===== src/rtl/bscan_pkg.sv =====
// Shared types and width helpers for the BSCANE2 user-register bridge.
// BSCAN_STATUS_BITS_EN widens the register by two flag bits shifted out after the data.
package bscan_pkg;

    typedef enum logic [1:0] {
        IDLE,
        CAPT,
        SHIFT,
        UPD
    } state_t;

`ifdef BSCAN_STATUS_BITS_EN
    localparam int unsigned STATUS_W = 2;
`else
    localparam int unsigned STATUS_W = 0;
`endif

    // REG_W: shifted register width for a given data width.
    function automatic int unsigned reg_w(input int unsigned dw);
        return dw + STATUS_W;
    endfunction

    // Bit counter must hold 0..REG_W+1 (saturation point).
    function automatic int unsigned cnt_w(input int unsigned dw);
        return $clog2(reg_w(dw) + 2);
    endfunction

endpackage


===== src/rtl/bscan_sync_edge.sv =====
// Multi-flop synchronizer with registered rise/fall pulses of the synchronized level.
module bscan_sync_edge #(
    parameter int unsigned STAGES = 2
) (
    input  logic clk,
    input  logic rst,
    input  logic d,
    output logic q,
    output logic rise,
    output logic fall
);

    logic [STAGES-1:0] pipe;
    logic              prev;

    always_ff @(posedge clk) begin
        if (rst) begin
            pipe <= '0;
            prev <= 1'b0;
            rise <= 1'b0;
            fall <= 1'b0;
        end else begin
            pipe <= {pipe[STAGES-2:0], d};
            prev <= pipe[STAGES-1];
            rise <= pipe[STAGES-1] & ~prev;
            fall <= ~pipe[STAGES-1] & prev;
        end
    end

    assign q = pipe[STAGES-1];

endmodule


===== src/rtl/bscan_user_bridge.sv =====
// Fabric-side BSCANE2 user data register: oversampled JTAG, capture/shift/update, valid/ready handoff.
// BSCAN_STATUS_BITS_EN appends {len_err, overrun} above the captured word.
module bscan_user_bridge
    import bscan_pkg::*;
#(
    parameter int unsigned DW          = 32,
    parameter int unsigned SYNC_STAGES = 2
) (
    input  logic          CLK,
    input  logic          RST,
    input  logic          bs_tck,
    input  logic          bs_tdi,
    input  logic          bs_sel,
    input  logic          bs_shift,
    input  logic          bs_capture,
    input  logic          bs_update,
    input  logic          bs_reset,
    output logic          bs_tdo,
    input  logic [DW-1:0] cap_data,
    output logic [DW-1:0] upd_data,
    output logic          upd_valid,
    input  logic          upd_ready,
    output logic          overrun,
    output logic          len_err,
    input  logic          clr_flags
);

    localparam int unsigned REG_W  = reg_w(DW);
    localparam int unsigned CNT_W  = cnt_w(DW);
    localparam int unsigned NPLAIN = 5;

    logic [NPLAIN-1:0] pipe [SYNC_STAGES];
    logic              rst_s, cap_s, shf_s, sel_s, tdi_s;
    logic              tck_s, tck_r, tck_f;
    logic              upd_s, upd_r, upd_f;
    logic              upd_evt;
    logic              unused_sync;

    state_t            state;
    logic [REG_W-1:0]  sr;
    logic [REG_W-1:0]  cap_word;
    logic [CNT_W-1:0]  cnt;

    // Level-only inputs share the TCK synchronizer depth so TDI stays aligned with its edge.
    always_ff @(posedge CLK) begin
        if (RST) begin
            for (int i = 0; i < int'(SYNC_STAGES); i++) pipe[i] <= '0;
        end else begin
            pipe[0] <= {bs_reset, bs_capture, bs_shift, bs_sel, bs_tdi};
            for (int i = 1; i < int'(SYNC_STAGES); i++) pipe[i] <= pipe[i-1];
        end
    end

    assign {rst_s, cap_s, shf_s, sel_s, tdi_s} = pipe[SYNC_STAGES-1];

    bscan_sync_edge #(.STAGES(SYNC_STAGES)) u_tck_sync (
        .clk  (CLK),
        .rst  (RST),
        .d    (bs_tck),
        .q    (tck_s),
        .rise (tck_r),
        .fall (tck_f)
    );

    bscan_sync_edge #(.STAGES(SYNC_STAGES)) u_upd_sync (
        .clk  (CLK),
        .rst  (RST),
        .d    (bs_update),
        .q    (upd_s),
        .rise (upd_r),
        .fall (upd_f)
    );

    assign unused_sync = ^{tck_s, upd_s, upd_f};
    assign upd_evt     = upd_r & sel_s & ~rst_s;

`ifdef BSCAN_STATUS_BITS_EN
    assign cap_word = {len_err, overrun, cap_data};
`else
    assign cap_word = cap_data;
`endif

    // TAP-following FSM; everything freezes while SEL is low.
    always_ff @(posedge CLK) begin
        if (RST) begin
            state <= IDLE;
            sr    <= '0;
            cnt   <= '0;
        end else if (rst_s) begin
            state <= IDLE;
            cnt   <= '0;
        end else if (sel_s) begin
            if (upd_evt) begin
                state <= UPD;
            end else if (tck_r) begin
                if (cap_s) begin
                    state <= CAPT;
                    sr    <= cap_word;
                    cnt   <= '0;
                end else if (shf_s && (state == CAPT || state == SHIFT)) begin
                    state <= SHIFT;
                    sr    <= {tdi_s, sr[REG_W-1:1]};
                    if (cnt != CNT_W'(REG_W + 1)) cnt <= cnt + CNT_W'(1);
                end else if (state == SHIFT || state == UPD) begin
                    state <= IDLE;
                end
            end else if (state == UPD) begin
                state <= IDLE;
            end
        end
    end

    // TDO, update handoff and sticky flags; an update meeting acceptance in the same cycle is free.
    always_ff @(posedge CLK) begin
        if (RST) begin
            bs_tdo    <= 1'b0;
            upd_data  <= '0;
            upd_valid <= 1'b0;
            overrun   <= 1'b0;
            len_err   <= 1'b0;
        end else begin
            if (tck_f && sel_s) bs_tdo <= sr[0];

            if (upd_evt && (!upd_valid || upd_ready)) begin
                upd_data  <= sr[DW-1:0];
                upd_valid <= 1'b1;
            end else if (upd_valid && upd_ready) begin
                upd_valid <= 1'b0;
            end

            if (upd_evt && upd_valid && !upd_ready) overrun <= 1'b1;
            else if (clr_flags)                      overrun <= 1'b0;

            if (upd_evt)        len_err <= (cnt != CNT_W'(REG_W));
            else if (clr_flags) len_err <= 1'b0;
        end
    end

endmodule


===== config.mk =====
export PLATFORM = sky130hd
export DESIGN_NAME = bscan_user_bridge
export DESIGN_NICKNAME = d
export VERILOG_FILES = /design/src/rtl/bscan_pkg.sv /design/src/rtl/bscan_sync_edge.sv /design/src/rtl/bscan_user_bridge.sv
export SDC_FILE = /design/constraint.sdc
export NUM_CORES = 1
export LEC_CHECK = 0
export CORE_ASPECT_RATIO = 0.5
export CORE_MARGIN = 8
export CORE_UTILIZATION = 50
export CTS_CLUSTER_SIZE = 14
export DETAILED_ROUTE_END_ITERATION = 10
export DONT_BUFFER_PORTS = 1
export PLACE_DENSITY_LB_ADDON = 0.1
export SYNTH_ARGS = -nofsm -noshare
export SYNTH_HDL_FRONTEND = slang
export SYNTH_SLANG_ARGS = --single-unit

===== constraint.sdc =====
create_clock -name CLK -period 2.3 [get_ports CLK]
set_input_delay 0.46 -clock CLK [delete_from_list [all_inputs] [get_ports CLK]]
set_output_delay 0.46 -clock CLK [all_outputs]
set_load 0.005 [all_outputs]

### Word-level counts from Yosys, hierarchy flattened

Memory sizes are Yosys's and may differ from the RTL's.
Index checks and enable logic that the tools add are counted.

| storage, ports and cells | value |
|---|---|
| register bits after elaboration | 85 |
| memory bits (writable) | 10 |
| output and inout bits | 36 |
| word-level logic and storage cells | 77 |
| memories kept | 1 |

Memory list:

| memory | depth | width | rd ports | clocked after memory_dff | write ports | line | text |
|---|---|---|---|---|---|---|---|
| pipe | 2 | 5 | 2 | 0 | 2 | bscan_user_bridge.sv:32 | `logic [NPLAIN-1:0] pipe [SYNC_STAGES];` |

| operators by class | value |
|---|---|
| $add $sub $neg | 1 |
| equality and inequality tests | 6 |
| mux-type cells | 21 |
| bitwise gates (word level) | 12 |
| reductions and logical operators | 21 |

Operators with widths:

| kind | count |
|---|---|
| two-way mux 32 bit | 2 |
| two-way mux 6 bit | 3 |
| two-way mux 2 bit | 6 |
| != test 6 bit, second input constant | 2 |
| two-way mux 5 bit | 2 |
| AND reduction 5 bit | 2 |
| nonzero test 2 bit | 5 |
| two-way mux 1 bit | 8 |
| adder 6 x 1 -> 6 bit, second input constant | 1 |
| logical AND 1 bit | 6 |
| bitwise AND 1 bit | 5 |
| != test 5 bit, second input constant | 1 |
| inverter 1 bit | 5 |
| equality test 2 bit, second input constant | 2 |
| logical OR 1 bit | 3 |
| AND reduction 3 bit | 1 |
| nonzero test 3 bit | 1 |
| equality test 2 x 1 -> 1 bit, second input constant | 1 |
| zero test 1 bit | 2 |
| bitwise OR 1 bit | 2 |
| OR reduction 2 bit | 1 |

### Depth between registers and ports, before layout

| logic depth | value |
|---|---|
| depth after elaboration | 7 |
| gate-level depth with buffers | 8 |

### Modules after synthesis

Synthesis repeated with hierarchy kept, for this count alone.

| second synthesis, totals | value |
|---|---|
| cell total of the unflattened synthesis | 414 |
| area total of the unflattened synthesis | 3,906.2 sq um |

Modules (own cells, without submodules):

| module | times used | cells each | area an instance (sq um) | seq. area each (sq um) |
|---|---|---|---|---|
| bscan_user_bridge | 1 | 394 | 3,638.5 | 1,721.7 |
| bscan_sync_edge | 2 | 10 | 133.9 | 100.1 |

### Worst setup path before layout

OpenSTA, ideal clock, no wires.

| timing | value |
|---|---|
| path type | register to register |
| start | register state[0] |
| end | register cnt[5] |
| setup time | 0.070 ns |
| arrival time | 1.610 ns |
| data required time | 2.230 ns |
| setup slack | 0.620 ns |
| stages on the path, launching flop included | 7 |
| cell sequence | dfxtp_1 -> inv_1 -> ha_1 -> nor4bb_1 -> nand2_1 -> or4_1 -> a21oi_1 |

| between the ends | value |
|---|---|
| cells in the longest elaborated chain, start to end | 5 |

RTL lines:

| item | line | text |
|---|---|---|
| start: declaration | bscan_user_bridge.sv:39 | `state_t state;` |
| start signal: assignment | bscan_user_bridge.sv:86 | `state <= IDLE;` |
| start signal: assignment | bscan_user_bridge.sv:90 | `state <= IDLE;` |
| start signal: assignment | bscan_user_bridge.sv:94 | `state <= UPD;` |
| equality test 2 x 1 -> 1 bit / equality test 2 bit (equally long branches) | bscan_user_bridge.sv:100 | `end else if (shf_s && (state == CAPT \|\| state == SHIFT)) begin` |
| logical OR 1 bit (*) | bscan_user_bridge.sv:100 |  |
| logical AND 1 bit (*) | bscan_user_bridge.sv:100 |  |
| nonzero test 2 bit (no source line) (*) | n/a |  |
| AND reduction 5 bit (no source line) (*) | n/a |  |
| end signal: assignment | bscan_user_bridge.sv:103 | `if (cnt != CNT_W'(REG_W + 1)) cnt <= cnt + CNT_W'(1);` |
| end: declaration | bscan_user_bridge.sv:42 | `logic [CNT_W-1:0] cnt;` |

Mark *: on every way between the ends. The rest lies on a longest branch, timed or not.
A chain may end at the register's enable or synchronous reset.

### Final worst setup path

| timing | value |
|---|---|
| start | register state[0] |
| end | register cnt[1] |

The elaborated chain is that of the path after synthesis.

==> impl_metrics.prom <==
# TYPE chip_impl_metric gauge
chip_impl_metric{name="worstMarginPinSlew",unit="ns"} 0.560
chip_impl_metric{name="cts_max_path_buffers",unit=""} 2
chip_impl_info{name="status",value="completed"} 1
chip_impl_metric{name="pre_cts_slack",unit="ns"} 0.420
chip_impl_metric{name="globalRoute.totalOverflow",unit=""} 0
chip_impl_metric{name="initial_core_util",unit=""} 0.510
chip_impl_metric{name="drive_above_1_share",unit=""} 0.0658
chip_impl_metric{name="min_period_over_period",unit=""} 0.824
chip_impl_metric{name="insertedDiodeCount",unit=""} 0
chip_impl_metric{name="firstDrtPassIters",unit=""} 5
chip_impl_metric{name="finalSetupViolCount",unit=""} 0
chip_impl_metric{name="power_density",unit="nW/um2"} 763
chip_impl_metric{name="first_global_vias",unit=""} 2556
chip_impl_metric{name="power.clock.fraction",unit=""} 0.435
chip_impl_metric{name="clock-sinks",unit=""} 95
chip_impl_metric{name="drv.max_cap_violation_count",unit=""} 0
chip_impl_metric{name="grt_start_max_net_pins",unit=""} 88
chip_impl_metric{name="route.antenna.remaining_nets",unit=""} 0
chip_impl_metric{name="synth-seq-cells",unit=""} 95
chip_impl_metric{name="cts_resized",unit=""} 0
chip_impl_metric{name="max_ir_drop_vdd",unit="mV"} 0.393
chip_impl_metric{name="maximum_achievable_frequency",unit="MHz"} 528
chip_impl_metric{name="avgViaCountPerCell",unit=""} 5.50
chip_impl_metric{name="wirelength",unit="um"} 7910
chip_impl_metric{name="synth_edf_count",unit=""} 0
chip_impl_metric{name="synthCells",unit=""} 405
chip_impl_metric{name="slew_headroom",unit=""} 0.627
chip_impl_metric{name="yosysSeqAreaShare",unit=""} 0.516
chip_impl_metric{name="antenna_violations_before_repair",unit=""} 0
chip_impl_info{name="rsz0062_at_grt",value="false"} 1
chip_impl_metric{name="core_area",unit="um2"} 7240
chip_impl_info{name="top_sig_layer",value="met4"} 1
chip_impl_metric{name="synth_area_per_cell",unit="um2"} 9.11
chip_impl_metric{name="fp.dieW",unit="um"} 137
chip_impl_metric{name="dp_hpwl",unit="um"} 5310
chip_impl_metric{name="worst-endpoint-required",unit="ns"} 2.56
chip_impl_metric{name="port-buffer-count",unit=""} 0
chip_impl_metric{name="final_period_minus_worst_setup_slack",unit="ns"} 1.90
chip_impl_info{name="critical_path_class",value="flip-flop to flip-flop"} 1
chip_impl_metric{name="ioPinCount",unit=""} 79
chip_impl_metric{name="syn_area",unit="um2"} 3690
chip_impl_info{name="holdCritPathClass",value="primary input to flip-flop"} 1
chip_impl_metric{name="grt_pass1_wl",unit="um"} 13000
chip_impl_metric{name="yosys_warns",unit=""} 0
chip_impl_metric{name="static-leakage-power",unit="nW"} 1.26
chip_impl_metric{name="gp_congestion",unit=""} 0.857
chip_impl_metric{name="floorplan.die_area",unit="um2"} 10500
chip_impl_metric{name="flow.area_growth_from_synthesis",unit="%"} 8.51
chip_impl_metric{name="grt_usage",unit=""} 0.153
chip_impl_metric{name="post-route-drc-count",unit=""} 0
chip_impl_metric{name="dr.first_iter.drc_count",unit=""} 153
chip_impl_metric{name="finalHoldViolations",unit=""} 0
chip_impl_metric{name="met1_length",unit="um"} 3490
chip_impl_info{name="synth_top_flop_cell",value="sky130_fd_sc_hd__dfxtp_1"} 1
chip_impl_info{name="clk_tree_root_cell",value="sky130_fd_sc_hd__clkbuf_16"} 1
chip_impl_metric{name="power_report.internal_total",unit="mW"} 2.47
chip_impl_metric{name="report.final.slew_viol_count",unit=""} 0
chip_impl_metric{name="setup-tns-final",unit="ns"} 0
chip_impl_metric{name="die-height",unit="um"} 76.7
chip_impl_metric{name="detailroute.wirelength.met2",unit="um"} 3790
chip_impl_metric{name="syn_nets",unit=""} 453
chip_impl_metric{name="route.vias.total",unit=""} 2699
chip_impl_metric{name="switching_share",unit=""} 0.192
chip_impl_metric{name="worstPathMaxFanout",unit=""} 7
chip_impl_metric{name="clock_insertion_delay_worst_skew",unit="ns"} 0.33
chip_impl_metric{name="met3RoutedLength",unit="um"} 553
chip_impl_metric{name="post_synth_num_cell_types",unit=""} 38
chip_impl_info{name="worstSetupStartpointType",value="flip-flop"} 1
chip_impl_metric{name="final_net_count",unit=""} 440
chip_impl_metric{name="cts-buffers-inserted",unit=""} 9
chip_impl_metric{name="timing.critical_path.arrival",unit="ns"} 2.15
chip_impl_metric{name="post-cts-setup-buffer-count",unit=""} 0
chip_impl_info{name="setup.worst_path.end_class",value="flip-flop"} 1
chip_impl_metric{name="htreeDepth",unit=""} 3
chip_impl_metric{name="rows",unit=""} 22
chip_impl_metric{name="ctsHoldBuffers",unit=""} 0
chip_impl_metric{name="total_switching_power",unit="mW"} 0.587
chip_impl_metric{name="sequentialPowerShare",unit=""} 0.547
chip_impl_metric{name="layout_setup_ws",unit="ns"} 0.405
chip_impl_metric{name="clkSlewWorstSetupHoldPaths",unit="ns"} 0.06
chip_impl_metric{name="whs",unit="ns"} 0.202
chip_impl_metric{name="route.detailed.wl_per_inst",unit="um"} 16.1
chip_impl_info{name="cts_tree",value="done"} 1
chip_impl_metric{name="finalClockSkew",unit="ns"} 0.00400
chip_impl_metric{name="synthArstFlopShare",unit=""} 0
chip_impl_metric{name="combinationalPowerShare",unit=""} 0.018
registers in the layout, indices dropped and copies added (netlist names):
signal / cells
pipe: 10
state: 2
u_tck_sync.prev: 1
u_upd_sync.pipe: 2
overrun: 1
len_err: 1
u_upd_sync.prev: 1
u_tck_sync.fall: 1
cnt: 6
upd_valid: 1
u_upd_sync.rise: 1
upd_data: 32
bs_tdo: 1
sr: 32
u_tck_sync.pipe: 2
u_tck_sync.rise: 1
cells by family (layout without fill, tap and decap cells):
group           after synthesis  after routing  synth area share
simple gates                145            145             0.176
flops                        95             95             0.516
compound gates               91             91             0.160
buf+inv                      36             26            0.0414
mux                          33             33            0.0896
fa+ha+maj                     5              5            0.0170
power by group through the flow:
stage	sequential [mW]	clock [mW]	combinational [mW]
global route	1.67	1.44	0.0600
floorplan	1.70	0	0.0690
CTS	1.67	1.37	0.0559
detailed placement	1.71	0	0.0556
global placement	1.70	0	0.0543
finish	1.67	1.33	0.0549
through the flow:
step           utilization  cells  cell area, um2  power, mW
5_1_grt              0.553    491            4000       3.17
3_3_place_gp         0.516    477            3740       1.76
3_5_place_dp         0.516    477            3740       1.76
2_1_floorplan            -    405            3690       1.77
4_1_cts              0.553    491            4000       3.10
6_report             0.553    491            4000       3.05
critical path, cell delays in order (launching register included):
cell and delay, ns:
sky130_fd_sc_hd__dfxtp_1 0.33, sky130_fd_sc_hd__inv_1 0.07, sky130_fd_sc_hd__ha_1 0.32, sky130_fd_sc_hd__nor2b_1 0.18, sky130_fd_sc_hd__o211ai_1 0.21, sky130_fd_sc_hd__or4b_1 0.55
sky130_fd_sc_hd__a21oi_1 0.16
final timing paths:
kind	from	end	slack, ns	cells after the start
worst min-delay path	RST	u_upd_sync.pipe[0]	0.20	1
worst max-delay path	state[0]	cnt[1]	0.40	6
worst min register to register	u_upd_sync.prev	u_upd_sync.rise	0.38	1
worst max register to register	state[0]	cnt[1]	0.40	6
final cells by class:
cell class | instances | area (um2)
sequential | 95 | 1900
fill | 686 | 3240
multi-input combinational | 274 | 1640
clock buffer | 13 | 260
tap | 96 | 120
clock inverter | 1 | 5.00
timing repair buffer | 5 | 50.0
inverter | 7 | 26.3
layer usage:
| layer | GRT usage | vias to the layer above |
|---|---|---|
| li1 | - | 1366 |
| met1 | 0.188 | 1257 |
| met2 | 0.244 | 68 |
| met3 | 0.0605 | 8 |
| met4 | 0.0388 | 0 |
| met5 | 0 | - |
synthesized netlist by cell type (all sizes together), types with 2 or more instances:
cell,instances,share of area
dfxtp,95,0.52
nand2,70,0.071
a21oi,40,0.054
nor2,36,0.037
mux2i,33,0.090
a211oi,32,0.065
nor2b,20,0.034
clkbuf,16,0.016
buf,13,0.018
inv,7,0.0071
ha,5,0.017
o21ai,5,0.0068
nand3,4,0.0054
nor3,3,0.0041
o221a,3,0.0092
o31ai,2,0.0041
or2,2,0.0034
cells in the final DEF (no fill, tap or decap), drive strengths merged, types with 2 or more instances in the layout:
master / count
ha: 5
nor2: 36
a211oi: 32
nor3: 3
o21ai: 5
clkbuf: 13
dfxtp: 95
nand3: 4
inv: 7
o221a: 3
o31ai: 2
or2: 2
a21oi: 40
mux2i: 33
nand2: 70
buf: 5
nor2b: 20
Power figures use the tool's default switching activity.
